### config.mk
export PLATFORM = sky130hd
export DESIGN_NAME = instr_fetch_unit
export DESIGN_NICKNAME = d
export VERILOG_FILES = /design/src/rtl/instr_fetch_unit_pkg.sv /design/src/rtl/instr_fetch_unit.sv
export SDC_FILE = /design/constraint.sdc
export NUM_CORES = 1
export LEC_CHECK = 0
export ABC_AREA = 1
export CORE_ASPECT_RATIO = 1.2
export CORE_UTILIZATION = 42
export CTS_CLUSTER_DIAMETER = 40
export DETAILED_ROUTE_END_ITERATION = 12
export HOLD_SLACK_MARGIN = 0.1
export PLACE_DENSITY = 0.78
export SETUP_SLACK_MARGIN = 0.05
export SYNTH_ARGS = -nofsm -noshare
export SYNTH_HDL_FRONTEND = slang
export SYNTH_SLANG_ARGS = --single-unit
### constraint.sdc
create_clock -name clk -period 1.5 [get_ports clk]
set_input_delay 0.225 -clock clk [delete_from_list [all_inputs] [get_ports clk]]
set_output_delay 0.225 -clock clk [all_outputs]
set_load 0.005 [all_outputs]
### src/rtl/instr_fetch_unit_pkg.sv
// Shared definitions for the instruction fetch unit: widths, the ECALL
// encoding and the fetch-state enum.
package instr_fetch_unit_pkg;

  localparam int IMEM_ADDR_W = 6;
  localparam int INSTR_W     = 32;

  localparam logic [INSTR_W-1:0] ECALL_INSTR = 32'h00000073;

  typedef enum logic {
    RUN  = 1'b0,
    HALT = 1'b1
  } fetch_state_t;

endpackage

### src/rtl/instr_fetch_unit.sv
// Instruction fetch stage: walks the PC through a combinational instruction
// memory, presents one registered instruction at a time and stops on HALT_INSTR.
module instr_fetch_unit
  import instr_fetch_unit_pkg::*;
#(
  parameter logic [IMEM_ADDR_W-1:0] RESET_PC   = 6'd0,
  parameter logic [INSTR_W-1:0]     HALT_INSTR = ECALL_INSTR
) (
  input  logic                   clk,
  input  logic                   rst_n,
  output logic [IMEM_ADDR_W-1:0] imem_addr,
  input  logic [INSTR_W-1:0]     imem_instr,
  input  logic                   redirect_valid,
  input  logic [IMEM_ADDR_W-1:0] redirect_pc,
  output logic                   if_valid,
  input  logic                   if_ready,
  output logic [INSTR_W-1:0]     if_instr,
  output logic [IMEM_ADDR_W-1:0] if_pc,
  output logic                   halted
);

  fetch_state_t           state;
  fetch_state_t           state_next;
  logic [IMEM_ADDR_W-1:0] pc;
  logic                   load;

  // A redirect overrides everything; otherwise load whenever the output slot frees up.
  always_comb begin
    state_next = state;
    load       = 1'b0;
    if (redirect_valid) begin
      state_next = RUN;
    end else if ((state == RUN) && (!if_valid || if_ready)) begin
      load = 1'b1;
      if (imem_instr == HALT_INSTR) begin
        state_next = HALT;
      end
    end
  end

  always_ff @(posedge clk or negedge rst_n) begin
    if (!rst_n) begin
      state <= RUN;
    end else begin
      state <= state_next;
    end
  end

  always_ff @(posedge clk or negedge rst_n) begin
    if (!rst_n) begin
      pc <= RESET_PC;
    end else if (redirect_valid) begin
      pc <= redirect_pc;
    end else if (load) begin
      pc <= pc + IMEM_ADDR_W'(1);
    end
  end

  // The flush drops only if_valid; stale if_instr/if_pc are harmless once invalid.
  always_ff @(posedge clk or negedge rst_n) begin
    if (!rst_n) begin
      if_valid <= 1'b0;
      if_instr <= '0;
      if_pc    <= '0;
    end else if (redirect_valid) begin
      if_valid <= 1'b0;
    end else if (load) begin
      if_valid <= 1'b1;
      if_instr <= imem_instr;
      if_pc    <= pc;
    end else if (if_ready) begin
      if_valid <= 1'b0;
    end
  end

  assign imem_addr = pc;
  assign halted    = (state == HALT);

endmodule
Word level (Yosys, flattened, before mapping)
Cells that the tools add are included.
{"block": "classes", "n_lt_le_gt_ge": 0, "n_addsub": 1, "mul": 0, "bitwise": 2, "shift": 0, "mux": 10, "div_mod_pow": 0, "n_reduce_logical": 9, "n_eq_ne": 1}
{"op": "== test 32 x 7 -> 1 bit (second input constant)", "count": 1}
{"op": "two-way mux 6 bit", "count": 2}
{"op": "two-way mux 1 bit", "count": 8}
{"op": "adder 6 x 1 -> 6 bit (second input constant)", "count": 1}
{"op": "nonzero test 2 bit", "count": 3}
{"op": "AND reduction 2 bit", "count": 2}
{"op": "nonzero test 3 bit", "count": 1}
{"op": "inverter 1 bit", "count": 2}
{"op": "logical AND 1 bit", "count": 1}
{"op": "zero test 1 bit", "count": 1}
{"op": "logical OR 1 bit", "count": 1}
{"block": "totals", "memories": 0, "out_inout_bits": 46, "romBits": 0, "reg_bits": 46, "latchBits": 0, "mem_bits_rw": 0, "wordCells": 28}

Logic depth before layout (Yosys ltp)
{"block": "depth", "ltp_word": 7, "depth_mapped": 8, "mapped_depth_nobuf": 8}

Worst setup path before layout
OpenSTA, ideal clock, no wires.
{"block": "synth_path", "path_kind": "flip-flop to flip-flop", "from": "register if_valid", "to": "register if_instr[4]", "required_time_ns": 1.384, "path_slack_ns": 0.391, "arrival_time_ns": 0.993, "path_buffers": 1, "path_stages_with_launch": 8, "setup_time_ns": 0.116, "cell_sequence": "dfrtp_1 > nand2_2 > nand2_4 > nor2_8 > inv_4 > buf_2 > nand2_1 > nand2_1"}
{"block": "synth_via", "elab_chain_len": 6}
{"element": "start: declaration", "line_no": "instr_fetch_unit.sv:15", "source": "output logic if_valid,"}
{"element": "start signal: assignment", "line_no": "instr_fetch_unit.sv:62", "source": "if_valid <= 1'b0;"}
{"element": "start signal: assignment", "line_no": "instr_fetch_unit.sv:66", "source": "if_valid <= 1'b0;"}
{"element": "start signal: assignment", "line_no": "instr_fetch_unit.sv:68", "source": "if_valid <= 1'b1;"}
{"element": "zero test 1 bit", "line_no": "instr_fetch_unit.sv:33", "source": "end else if ((state == RUN) && (!if_valid || if_ready)) begin"}
{"element": "logical OR 1 bit", "line_no": "instr_fetch_unit.sv:33"}
{"element": "logical AND 1 bit", "line_no": "instr_fetch_unit.sv:33"}
{"element": "two-way mux 1 bit", "line_no": "instr_fetch_unit.sv:33"}
{"element": "two-way mux 1 bit", "line_no": "instr_fetch_unit.sv:31", "source": "if (redirect_valid) begin"}
{"element": "AND reduction 2 bit (no line)"}
{"element": "end signal: assignment", "line_no": "instr_fetch_unit.sv:69", "source": "if_instr <= imem_instr;"}
{"element": "end: declaration", "line_no": "instr_fetch_unit.sv:17", "source": "output logic [INSTR_W-1:0] if_instr,"}
Every way passes these cells.
A chain may end at the register's enable or synchronous reset.

Worst setup path after layout
{"block": "layout_path", "from": "register pc[2], in the netlist imem_addr[2]", "to": "output port imem_addr[2]"}
{"element": "start: declaration", "line_no": "instr_fetch_unit.sv:24", "source": "logic [IMEM_ADDR_W-1:0] pc;"}
{"element": "start signal: assignment", "line_no": "instr_fetch_unit.sv:53", "source": "pc <= redirect_pc;"}
{"element": "start signal: assignment", "line_no": "instr_fetch_unit.sv:55", "source": "pc <= pc + IMEM_ADDR_W'(1);"}
{"element": "end: declaration", "line_no": "instr_fetch_unit.sv:11", "source": "output logic [IMEM_ADDR_W-1:0] imem_addr,"}
No word-level cell between the ends.

==> results.json <==
{
  "worst_ir_drop_vdd_v": 0.0007014,
  "r2r_cell_count": 8,
  "initial_core_util": 0.4371,
  "grt_start_max_net_pins": 47,
  "hpwlAfterDp_um": 3526,
  "synth_top_cell_by_area": "sky130_fd_sc_hd__dfrtp_1",
  "clock-root-buffer": "sky130_fd_sc_hd__clkbuf_8",
  "n_antenna_cell": 0,
  "destination_of_the_worst_register_to_register_timing_path": "if_instr[2]$_DFFE_PN0P_",
  "die_w_um": 65.12,
  "tritoncts": "done",
  "syn_avg_cell_area_sq_um": 8.264,
  "placement_rows": 27,
  "detail_route.iter0.violations": 96,
  "setup_repair_after_global_routing_missed_its_margin": "true",
  "synth.top_cells.by_count": "sky130_fd_sc_hd__nand2_1 (126), sky130_fd_sc_hd__dfrtp_1 (46), sky130_fd_sc_hd__nor2_1 (22)",
  "setup_viol": 0,
  "slew-limit-headroom": 0.8323,
  "route.antenna.remaining_nets": 0,
  "critical-path-max-stage-delay_ps": 510,
  "via_count_of_the_first_global_routing_pass": 1782,
  "worstReg2RegStart": "halted$_DFFE_PN0P_",
  "path_class": "reg2out",
  "post-synth-top-count-cell": "sky130_fd_sc_hd__nand2_1",
  "outcome": "completed",
  "num-fill-cells": 418,
  "clock_skew_ps": 3.482,
  "synthesis.instances": 243,
  "yosysWarnings": 0,
  "detail_route.wl_per_cell_um": 11.93,
  "drt_pre_antenna_iters": 4,
  "area.sequential_sq_um": 1152,
  "grt_first_pass_wirelength_um": 7866,
  "coreArea_sq_um": 4594,
  "final_critical_path_share_of_the_clock_period": 0.9593,
  "power_density_nw_per_um2": 950.5,
  "power.leakage_nw": 1.541,
  "worstPathMaxFanout": 5,
  "critical-path-slowest-cell": "sky130_fd_sc_hd__clkdlybuf4s50_1",
  "finalWeightedCongestion": 0.8234,
  "leading_cell_types_by_total_area_after_synthesis": "sky130_fd_sc_hd__dfrtp_1 (57%), sky130_fd_sc_hd__nand2_1 (24%), sky130_fd_sc_hd__nor2_1 (4.1%)",
  "timing.reg2reg.setup_slack_ps": 230,
  "maxCapViolCount": 0,
  "port-buffer-count": 87,
  "io-pin-count": 88,
  "hold_ws_ps": 434.7,
  "cts_max_path_buffers": 2,
  "grt_util_all_layers": 0.2047,
  "postRouteWirelength_um": 4807,
  "worstSetupEndpointType": "output port",
  "synth.lib_cells_used.distinct": 23,
  "holdCritPathClass": "in2async",
  "htreeDepth": 2,
  "timing.final.crit_period_ps": 1439,
  "area.growth.synth_to_final_pct": 56.70,
  "worstSetupStartpointType": "flop",
  "critical-path-top-delay-family": "buffers and inverters",
  "instances_no_fill": 403,
  "synth_async_sr_flop_share": 1.000,
  "fin_tns_setup_ps": 0,
  "worstPathCellList": "clkdlybuf4s50_1",
  "synth.ff_latch_count": 46,
  "synth-edff-count": 0,
  "mappedNetlistNets": 286,
  "placedCellCount": 388,
  "timing.final.max_slew_violations": 0,
  "numCtsBuffers": 5,
  "die_area_sq_um": 5063,
  "num_vias": 1861,
  "die_h_um": 77.75,
  "multi_input_area_sq_um": 753.2,
  "final_layout_size_suffix_gt1_frac": 0.08406,
  "synth.top_cell.area_share": 0.5732,
  "final_hold_viol_count": 0,
  "clock_latency_ps": 290,
  "timing.fmax_mhz": 695.0,
  "antenna_found_initial": 0,
  "path_buf_inv": 1,
  "numClockSinks": 46,
  "synth_seq_area_share": 0.5732,
  "grt.overflow.total": 0,
  "tightestPinTransition_ps": 251.6,
  "clk_transition_reported_paths_ps": 80,
  "final_net_count": 388,
  "syn_std_cell_area_sq_um": 2008,
  "post_drt_via_cell_ratio": 4.618,
  "cp.arrival_ps": 1210,
  "ys_dominant_reg_cell": "sky130_fd_sc_hd__dfrtp_1",
  "drc": 0,
  "crit_required_ps": 1270
}
==> power by group <==
part / switching, mW / internal, mW / total, mW
Sequential: 0.0911 / 1.39 / 1.48
Combinational: 0.317 / 0.500 / 0.817
Clock: 0.370 / 0.321 / 0.691
Total: 0.779 / 2.21 / 2.99
==> per-stage QoR <==
step / area (sq um) / power, mW / worst slack [ps] / util
2_1_floorplan: 2008 / 1.756 / 390.7 / -
3_3_place_gp: 3004 / 2.276 / 42.99 / 0.6539
3_5_place_dp: 3004 / 2.294 / 9.192 / 0.6539
4_1_cts: 3122 / 3.011 / 23.25 / 0.6795
5_1_grt: 3147 / 3.170 / 25.06 / 0.6849
6_report: 3147 / 2.991 / 61.10 / 0.6849
==> per-layer routing <==
metal | up-vias | global-route usage | wire length [um]
met5 | - | 0 | 0
met4 | 0 | 0.07174 | 68
met3 | 6 | 0.04265 | 252
met2 | 54 | 0.3510 | 2422
met1 | 855 | 0.2517 | 2065
li1 | 946 | - | -
==> kinds of logic (layout without fill, tap and decap cells) <==
kind of cell | after synthesis | count (layout) | share of synthesized area
and+or+nand+nor | 160 | 160 | 0.3196
DFF | 46 | 46 | 0.5732
adders and majority gates | 1 | 1 | 0.006230
buffers and inverters | 21 | 123 | 0.05171
AOI/OAI and AO/OA | 13 | 13 | 0.04049
xor gates and xnor gates | 2 | 2 | 0.008724
==> worst max path at each step <==
stage	startpoint	endpoint	slack [ps]	depth (start not counted)
2_1_floorplan	if_valid$_DFFE_PN0P_	if_instr[4]$_DFFE_PN0P_	390	7
3_3_place_gp	if_ready	if_instr[16]$_DFFE_PN0P_	40	9
3_5_place_dp	if_ready	if_instr[2]$_DFFE_PN0P_	9	9
4_1_cts	imem_addr[2]$_DFFE_PN0P_	imem_addr[2]	20	1
5_1_grt	imem_addr[2]$_DFFE_PN0P_	imem_addr[2]	30	1
6_report	imem_addr[2]$_DFFE_PN0P_	imem_addr[2]	60	1
==> cells in the final DEF (no fill, tap or decap), types with 4 or more instances in the layout <==
cell	instances
sky130_fd_sc_hd__inv_1	11
sky130_fd_sc_hd__o21ai_1	5
sky130_fd_sc_hd__nand3_1	6
sky130_fd_sc_hd__dfrtp_1	45
sky130_fd_sc_hd__nor2_1	22
sky130_fd_sc_hd__buf_12	4
sky130_fd_sc_hd__clkdlybuf4s50_1	85
sky130_fd_sc_hd__nand2_1	126
sky130_fd_sc_hd__clkbuf_8	5
sky130_fd_sc_hd__buf_4	11
==> cell type report <==
class / count / area share
inverters: 13 / 0.01630
clock buffers: 7 / 0.02425
flip-flops and latches: 46 / 0.3662
repair buffers: 103 / 0.3308
multi-input cells: 176 / 0.2394
well taps: 58 / 0.02306
==> worst min-delay path: stages <==
cell                            delay [ps]
sky130_fd_sc_hd__dlygate4sd3_1         520
sky130_fd_sc_hd__buf_2                 120
sky130_fd_sc_hd__buf_12                230
==> registers in the layout, indices dropped and copies added, names as in the netlist <==
name,cells
imem_addr,6
if_pc,6
if_instr,32
halted,1
if_valid,1
==> what timing repair did <==
action                                 in CTS  in global routing
endpoints found under the hold margin      46                  0
setup buffers                               4                  3
gates resized for setup                     1                  1
setup endpoints to repair                   5                  3
hold buffers                                1                  0
cloned                                      0                  0
Note: power is estimated with default switching activity, not from simulation.
